[src/rtl/nap_pkg.sv]
// nap_pkg
// Shared types and helpers for the nap countdown engine.
//   state_t         : countdown FSM state encoding (IDLE..ALARM)
//   bcd_time_t      : HH:MM:SS as six packed BCD digits, most significant first
//   TIME_ZERO       : 00:00:00
//   bcd_time_valid  : accepts only a real, nonzero time of day (00:00:01..23:59:59)
//   bcd_sub_hour_seconds : MM:SS part of a time expressed as plain binary seconds
package nap_pkg;

  typedef enum logic [2:0] {
    IDLE   = 3'd0,
    LOADED = 3'd1,
    RUN    = 3'd2,
    PAUSE  = 3'd3,
    ALARM  = 3'd4
  } state_t;

  typedef struct packed {
    logic [3:0] h10;
    logic [3:0] h1;
    logic [3:0] m10;
    logic [3:0] m1;
    logic [3:0] s10;
    logic [3:0] s1;
  } bcd_time_t;

  localparam bcd_time_t TIME_ZERO = '0;

  // A loadable duration must be a legal clock reading and must not be zero,
  // otherwise the countdown would have nothing to count.
  function automatic logic bcd_time_valid(input bcd_time_t t);
    logic ok;
    ok = (t.h10 <= 4'd2) && (t.h1 <= 4'd9) &&
         (t.m10 <= 4'd5) && (t.m1 <= 4'd9) &&
         (t.s10 <= 4'd5) && (t.s1 <= 4'd9);
    if ((t.h10 == 4'd2) && (t.h1 > 4'd3)) ok = 1'b0;
    if (t == TIME_ZERO) ok = 1'b0;
    return ok;
  endfunction

  // Minutes and seconds folded into binary seconds (0..3599 for legal digits).
  function automatic logic [11:0] bcd_sub_hour_seconds(input bcd_time_t t);
    return 12'(t.m10) * 12'd600 + 12'(t.m1) * 12'd60 +
           12'(t.s10) * 12'd10  + 12'(t.s1);
  endfunction

endpackage

[src/rtl/bcd_time_dec.sv]
// bcd_time_dec
// Combinational one-second decrement of a BCD HH:MM:SS value.
//   cur          in  : current time
//   nxt          out : cur minus one second (00:00:00 stays 00:00:00)
//   is_zero_next out : nxt equals 00:00:00
module bcd_time_dec
  import nap_pkg::*;
(
  input  bcd_time_t cur,
  output bcd_time_t nxt,
  output logic      is_zero_next
);

  // Borrow ripples from seconds up to hours; seconds and minutes tens digits
  // wrap to 5 so each field wraps 00 -> 59. Zero is held rather than wrapped
  // to 23:59:59 so a stray tick can never restart a finished countdown.
  always_comb begin
    nxt = cur;
    if (cur != TIME_ZERO) begin
      if (cur.s1 != 4'd0) begin
        nxt.s1 = cur.s1 - 4'd1;
      end else begin
        nxt.s1 = 4'd9;
        if (cur.s10 != 4'd0) begin
          nxt.s10 = cur.s10 - 4'd1;
        end else begin
          nxt.s10 = 4'd5;
          if (cur.m1 != 4'd0) begin
            nxt.m1 = cur.m1 - 4'd1;
          end else begin
            nxt.m1 = 4'd9;
            if (cur.m10 != 4'd0) begin
              nxt.m10 = cur.m10 - 4'd1;
            end else begin
              nxt.m10 = 4'd5;
              if (cur.h1 != 4'd0) begin
                nxt.h1 = cur.h1 - 4'd1;
              end else begin
                nxt.h1  = 4'd9;
                nxt.h10 = cur.h10 - 4'd1;
              end
            end
          end
        end
      end
    end
  end

  assign is_zero_next = (nxt == TIME_ZERO);

endmodule

[src/rtl/nap_countdown.sv]
// nap_countdown
// Nap timer: loads a BCD HH:MM:SS duration, counts it down once per second,
// supports pause/resume, raises a warning near the end, and offers a bounded
// snooze that reloads 00:SNOOZE_MIN:00.
//   clock        in  : system clock
//   reset        in  : asynchronous, active-low reset
//   load         in  : pulse, capture load_time (IDLE/LOADED only)
//   load_time    in  : BCD {H10,H1,M10,M1,S10,S1}
//   start        in  : pulse, begin or resume countdown
//   pause        in  : pulse, freeze countdown
//   snooze       in  : pulse, reload snooze time from ALARM
//   stop         in  : pulse, abort/acknowledge, back to IDLE
//   cur_time     out : remaining time, BCD
//   state_o      out : encoded state
//   running      out : high in RUN
//   warn         out : high in RUN/PAUSE when remaining time <= WARN_SEC
//   alarm_on     out : high in ALARM
//   done_pulse   out : one cycle on entry to ALARM
//   load_err     out : one cycle when a load is rejected
//   snooze_left  out : snoozes remaining for this alarm
module nap_countdown
  import nap_pkg::*;
#(
  parameter int TICK_DIV   = 1000000,
  parameter int SNOOZE_MIN = 5,
  parameter int MAX_SNOOZE = 3,
  parameter int WARN_SEC   = 60
) (
  input  logic        clock,
  input  logic        reset,
  input  logic        load,
  input  logic [23:0] load_time,
  input  logic        start,
  input  logic        pause,
  input  logic        snooze,
  input  logic        stop,
  output logic [23:0] cur_time,
  output logic [2:0]  state_o,
  output logic        running,
  output logic        warn,
  output logic        alarm_on,
  output logic        done_pulse,
  output logic        load_err,
  output logic [3:0]  snooze_left
);

  localparam int             PW          = $clog2(TICK_DIV);
  localparam logic [PW-1:0]  PS_LAST     = PW'(TICK_DIV - 1);
  localparam logic [3:0]     SNOOZE_INIT = 4'(MAX_SNOOZE);
  localparam logic [11:0]    WARN_LIMIT  = 12'(WARN_SEC);
  localparam bcd_time_t      SNOOZE_TIME = '{h10: 4'd0, h1: 4'd0,
                                             m10: 4'(SNOOZE_MIN / 10),
                                             m1:  4'(SNOOZE_MIN % 10),
                                             s10: 4'd0, s1: 4'd0};

  state_t         state;
  bcd_time_t      time_q;
  bcd_time_t      time_dec;
  logic           dec_zero;
  logic [PW-1:0]  prescale;
  logic [3:0]     snooze_cnt;
  logic [11:0]    sub_hour_sec;

  bcd_time_dec u_dec (
    .cur          (time_q),
    .nxt          (time_dec),
    .is_zero_next (dec_zero)
  );

  // Single FSM. Commands are checked in priority order stop > snooze > pause
  // > start > load, each guarded by the states where it is meaningful, so an
  // illegal high-priority command falls through to the next one. Ticking only
  // happens in RUN when no legal command acted, which is how stop (or pause)
  // wins over a decrement landing in the same cycle.
  always_ff @(posedge clock or negedge reset) begin
    if (!reset) begin
      state      <= IDLE;
      time_q     <= TIME_ZERO;
      prescale   <= '0;
      snooze_cnt <= SNOOZE_INIT;
      running    <= 1'b0;
      alarm_on   <= 1'b0;
      done_pulse <= 1'b0;
      load_err   <= 1'b0;
    end else begin
      done_pulse <= 1'b0;
      load_err   <= 1'b0;
      if (stop) begin
        state      <= IDLE;
        time_q     <= TIME_ZERO;
        prescale   <= '0;
        snooze_cnt <= SNOOZE_INIT;
        running    <= 1'b0;
        alarm_on   <= 1'b0;
      end else if (snooze && (state == ALARM)) begin
        if (snooze_cnt != 4'd0) begin
          state      <= RUN;
          time_q     <= SNOOZE_TIME;
          prescale   <= '0;
          snooze_cnt <= snooze_cnt - 4'd1;
          running    <= 1'b1;
          alarm_on   <= 1'b0;
        end
      end else if (pause && (state == RUN)) begin
        state   <= PAUSE;
        running <= 1'b0;
      end else if (start && ((state == LOADED) || (state == PAUSE))) begin
        state    <= RUN;
        prescale <= '0;
        running  <= 1'b1;
      end else if (load && ((state == IDLE) || (state == LOADED))) begin
        if (bcd_time_valid(load_time)) begin
          state      <= LOADED;
          time_q     <= load_time;
          snooze_cnt <= SNOOZE_INIT;
        end else begin
          load_err <= 1'b1;
        end
      end else if (state == RUN) begin
        if (prescale == PS_LAST) begin
          prescale <= '0;
          time_q   <= time_dec;
          if (dec_zero) begin
            state      <= ALARM;
            running    <= 1'b0;
            alarm_on   <= 1'b1;
            done_pulse <= 1'b1;
          end
        end else begin
          prescale <= prescale + 1'b1;
        end
      end
    end
  end

  // Warning only needs the sub-hour part; any nonzero hour digit means the
  // remaining time is far above any legal WARN_SEC.
  always_comb begin
    sub_hour_sec = bcd_sub_hour_seconds(time_q);
    warn = ((state == RUN) || (state == PAUSE)) && (WARN_LIMIT != 12'd0) &&
           (time_q.h10 == 4'd0) && (time_q.h1 == 4'd0) &&
           (sub_hour_sec <= WARN_LIMIT);
  end

  assign cur_time    = time_q;
  assign state_o     = state;
  assign snooze_left = snooze_cnt;

endmodule

[config.mk]
export PLATFORM = sky130hd
export DESIGN_NAME = nap_countdown
export DESIGN_NICKNAME = d
export VERILOG_FILES = /design/src/rtl/nap_pkg.sv /design/src/rtl/bcd_time_dec.sv /design/src/rtl/nap_countdown.sv
export SDC_FILE = /design/constraint.sdc
export NUM_CORES = 1
export LEC_CHECK = 0
export CELL_PAD_IN_SITES_DETAIL_PLACEMENT = 1
export CELL_PAD_IN_SITES_GLOBAL_PLACEMENT = 1
export CORE_MARGIN = 2
export CORE_UTILIZATION = 43
export CTS_CLUSTER_DIAMETER = 30
export DETAILED_ROUTE_END_ITERATION = 12
export PLACE_DENSITY = 0.8
export SYNTH_ARGS = -nofsm -noshare
export SYNTH_HDL_FRONTEND = slang
export SYNTH_HIERARCHICAL = 1
export SYNTH_SLANG_ARGS = --single-unit
[constraint.sdc]
create_clock -name clock -period 5.9 [get_ports clock]
set_clock_uncertainty 0.1 [all_clocks]
set_input_delay 1.18 -clock clock [delete_from_list [all_inputs] [get_ports clock]]
set_output_delay 1.18 -clock clock [all_outputs]
set_load 0.005 [all_outputs]
==> flow_metrics.tcl <==
set metrics [dict create \
    status "complete, but fails checks" \
    violations "negative setup slack" \
    p_leak_nw 3.017 \
    critPathCaptureType "output pin" \
    fillers 1418 \
    start_kind "register" \
    antenna_found_initial 0 \
    ys.warnings.count 6 \
    ctsRootBufferMaster "clkbuf_16" \
    maxCapViolations 0 \
    peakVddDrop_v 0.0001705 \
    syn-cell-area_um2 5248 \
    crit_type "register to output pin" \
    cts_tree "done" \
    drv_slew 0 \
    slew_headroom_pct 26.30 \
    die_h_um 114.5 \
    finalSetupViolCount 1 \
    vias_per_cell 6.259 \
    synth_top_area_share_pct 25.27 \
    num_antenna_cells 0 \
    avgSynthCellArea_um2 8.546 \
    syn_nets 711 \
    port_buffers 66 \
    firstDrtPassIters 4 \
    p_per_area_nw_per_um2 130.8 \
    area_growth_pct 25.42 \
    grt_max_degree 56 \
    htreeDepth 2 \
    cp_max_fo 4 \
    die_w_um 114.5 \
    cp_cell_sequence "fa_1 > fa_1 > ha_1 > a21o_1 > a21oi_2 > xnor2_2 > fa_1 > ha_4 > ha_4 > a21oi_4 > o22ai_2 > o21a_1 > o22ai_2 > xnor2_1 > nor3_1 > buf_2" \
    ios 67 \
    grtUsageTotal_pct 29.36 \
    routedWlPerCell_um 21.98 \
    start_util_pct 43.87 \
    gp_congestion 0.9134 \
    first_iter_violations 312 \
    path_common_cell "fa_1" \
    max_freq_mhz 166.3 \
    fin_crit_ps 6011 \
    critPathSlowestCell "fa_1" \
    required_ps 4620 \
    synthArstFlopShare_pct 100.0 \
    tightestPinTransition_ps 1101 \
    dp_hpwl_mm 12.54 \
    hold_buffers 0 \
    drcViolationCount 0 \
    globalRouteOverflowTotal 0 \
    vias 5276 \
    synthFlopType "dfrtp_1" \
    drtAntennaViolNets 0 \
    synthDistinctLibCells 67 \
    netlist_top_cells_area "dfrtp_1 (25%), ha_1 (12%), fa_1 (5.7%)" \
    nNetsFinal 792 \
    crit_buf_inv 1 \
    core.rowCount 40 \
    insertion_delay_ps 310 \
    cts_max_path_buffers 2 \
    clkSinkCount 55 \
    syn_inst 614 \
    grt_pass1_vias 5669 \
    clkTransAtPathRegs_ps 70 \
    dieArea_um2 13100 \
    layout-drive-gt1-share_pct 15.95 \
    critical-path-top-delay-family "adder cells" \
    wl_mm 18.53 \
    synth-edff-count 0 \
    critPathArrivalTime_ps 4730 \
    placed_cells 833 \
    cp_slowest_stage_delay_ps 590 \
    final_hold_viol_count 0 \
    ys_ff_latch 55 \
    layoutNonFillerInstCount 843 \
    hold_class "register to register" \
    grt_pass1_wl_mm 30.03 \
    synth_top_cell_by_area "dfrtp_1" \
    finalWorstSetupSlack_ps -111.4 \
    fin_crit_sh_pct 101.9 \
    seq_area_frac_synth_pct 26.28 \
    cts_buffers 5 \
    rsz0062_at_grt "true" \
    core_um2 11960 \
    place_ws_ps -431.7 \
]
-- synthesized netlist by cell type (all sizes together) (11+ instances only) --
master,instances
clkbuf,13
o31ai,11
ha,51
nor2,49
nor3,17
inv,25
mux2,28
nand2,68
nor4,11
a21oi,30
nand4,12
xnor2,12
fa,15
nand3,36
o21ai,67
dfrtp,53
-- metal layers --
| layer | track usage (%) | routed length, µm |
|---|---|---|
| met2 | 51.01 | 9203 |
| met3 | 5.082 | 858 |
| met1 | 35.48 | 7638 |
| met5 | 0 | 0 |
| met4 | 13.25 | 828 |
-- metrics by stage --
step	area, µm²	hold WS [ps]	power (mW)	TNS [ps]	util [%]
floorplan	5248	340.6	0.4513	0	-
global placement	6178	379.8	0.5065	-164.5	51.65
detailed placement	6178	390.0	0.5106	-431.7	51.65
CTS	6535	412.6	0.8709	-33.93	54.63
global route	6581	432.8	0.8954	-232.5	55.02
finish	6581	405.4	0.8611	-111.4	55.02
-- worst register-to-register path, stage by stage (launching register included) --
cell       delay (ps)
dfrtp_1           480
inv_1             150
ha_1              210
nor3b_1           430
nand4_1           430
nand2_1           250
xnor2_1           190
nand4bb_1         190
nor4_1             70
buf_4             170
or4_1             510
a21o_1            230
o21ai_2            70
mux2_1            330
-- repair_timing --
item | CTS | global route
endpoints found under the setup margin | 1 | 1
setup buffers | 1 | 1
gates cloned | 0 | 0
pin swaps | 17 | 10
gates resized for setup | 30 | 5
-- final timing paths --
| path | startpoint | end | slack, ps | cells after the start |
|---|---|---|---|---|
| max | cur_time[8] | warn | -110 | 16 |
| max reg2reg | cur_time[20] | state_o[1] | 1970 | 13 |
| min in group asynchronous | reset | cur_time[2] | 920 | 2 |
| min reg2reg | snooze_left[1] | snooze_left[1] | 410 | 2 |
| max in group asynchronous | reset | cur_time[4] | 4250 | 2 |
| min | snooze_left[1] | snooze_left[1] | 410 | 2 |
-- placed cells by master, fill, tap and decap left out, types with 5 or more instances in the layout --
cell type / count
mux2_2: 24
or2_2: 6
clkbuf_16: 5
a21oi_1: 25
nand2b_1: 6
ha_1: 42
nand3_1: 34
a31oi_1: 8
o31ai_1: 9
dfrtp_1: 53
and3_1: 8
or3_1: 5
o21ai_0: 57
xnor2_1: 11
o21ai_1: 7
fa_1: 14
ha_4: 9
nor2_1: 47
nand4_1: 12
xor2_1: 6
buf_4: 29
nand2_1: 67
clkdlybuf4s50_1: 64
nor4_1: 9
inv_1: 25
or4_1: 5
nor3_1: 16
-- power breakdown --
group,switching (mW),leakage (nW),internal (mW)
Combinational,0.0658,2.18,0.0523
Clock,0.153,0.0815,0.203
Sequential,0.00540,0.757,0.382
Total,0.224,3.02,0.637
-- cell type report --
class	count	area (µm²)	share of cell area (%)
multi-input combinational	513	3889	59.09
clock buffer	6	128.9	1.958
timing repair buffer	95	868.3	13.19
tap	147	183.9	2.795
sequential	55	1379	20.95
inverter	25	93.84	1.426
clock inverter	2	38.79	0.5894
-- flip-flops by register name, indices dropped and copies added, names as in the netlist --
name	count
snooze_left	4
alarm_on	1
load_err	1
done_pulse	1
prescale	20
running	1
state_o	3
cur_time	24
-- kinds of logic after synthesis --
group | after synthesis | share of synthesized area (%)
compound gates | 145 | 16.69
xor+xnor | 19 | 3.171
fa+ha+maj | 66 | 17.88
buf+inv | 46 | 4.006
flops | 55 | 26.28
mux | 32 | 6.772
simple gates | 251 | 25.20
(Power assumes the default switching activity.)
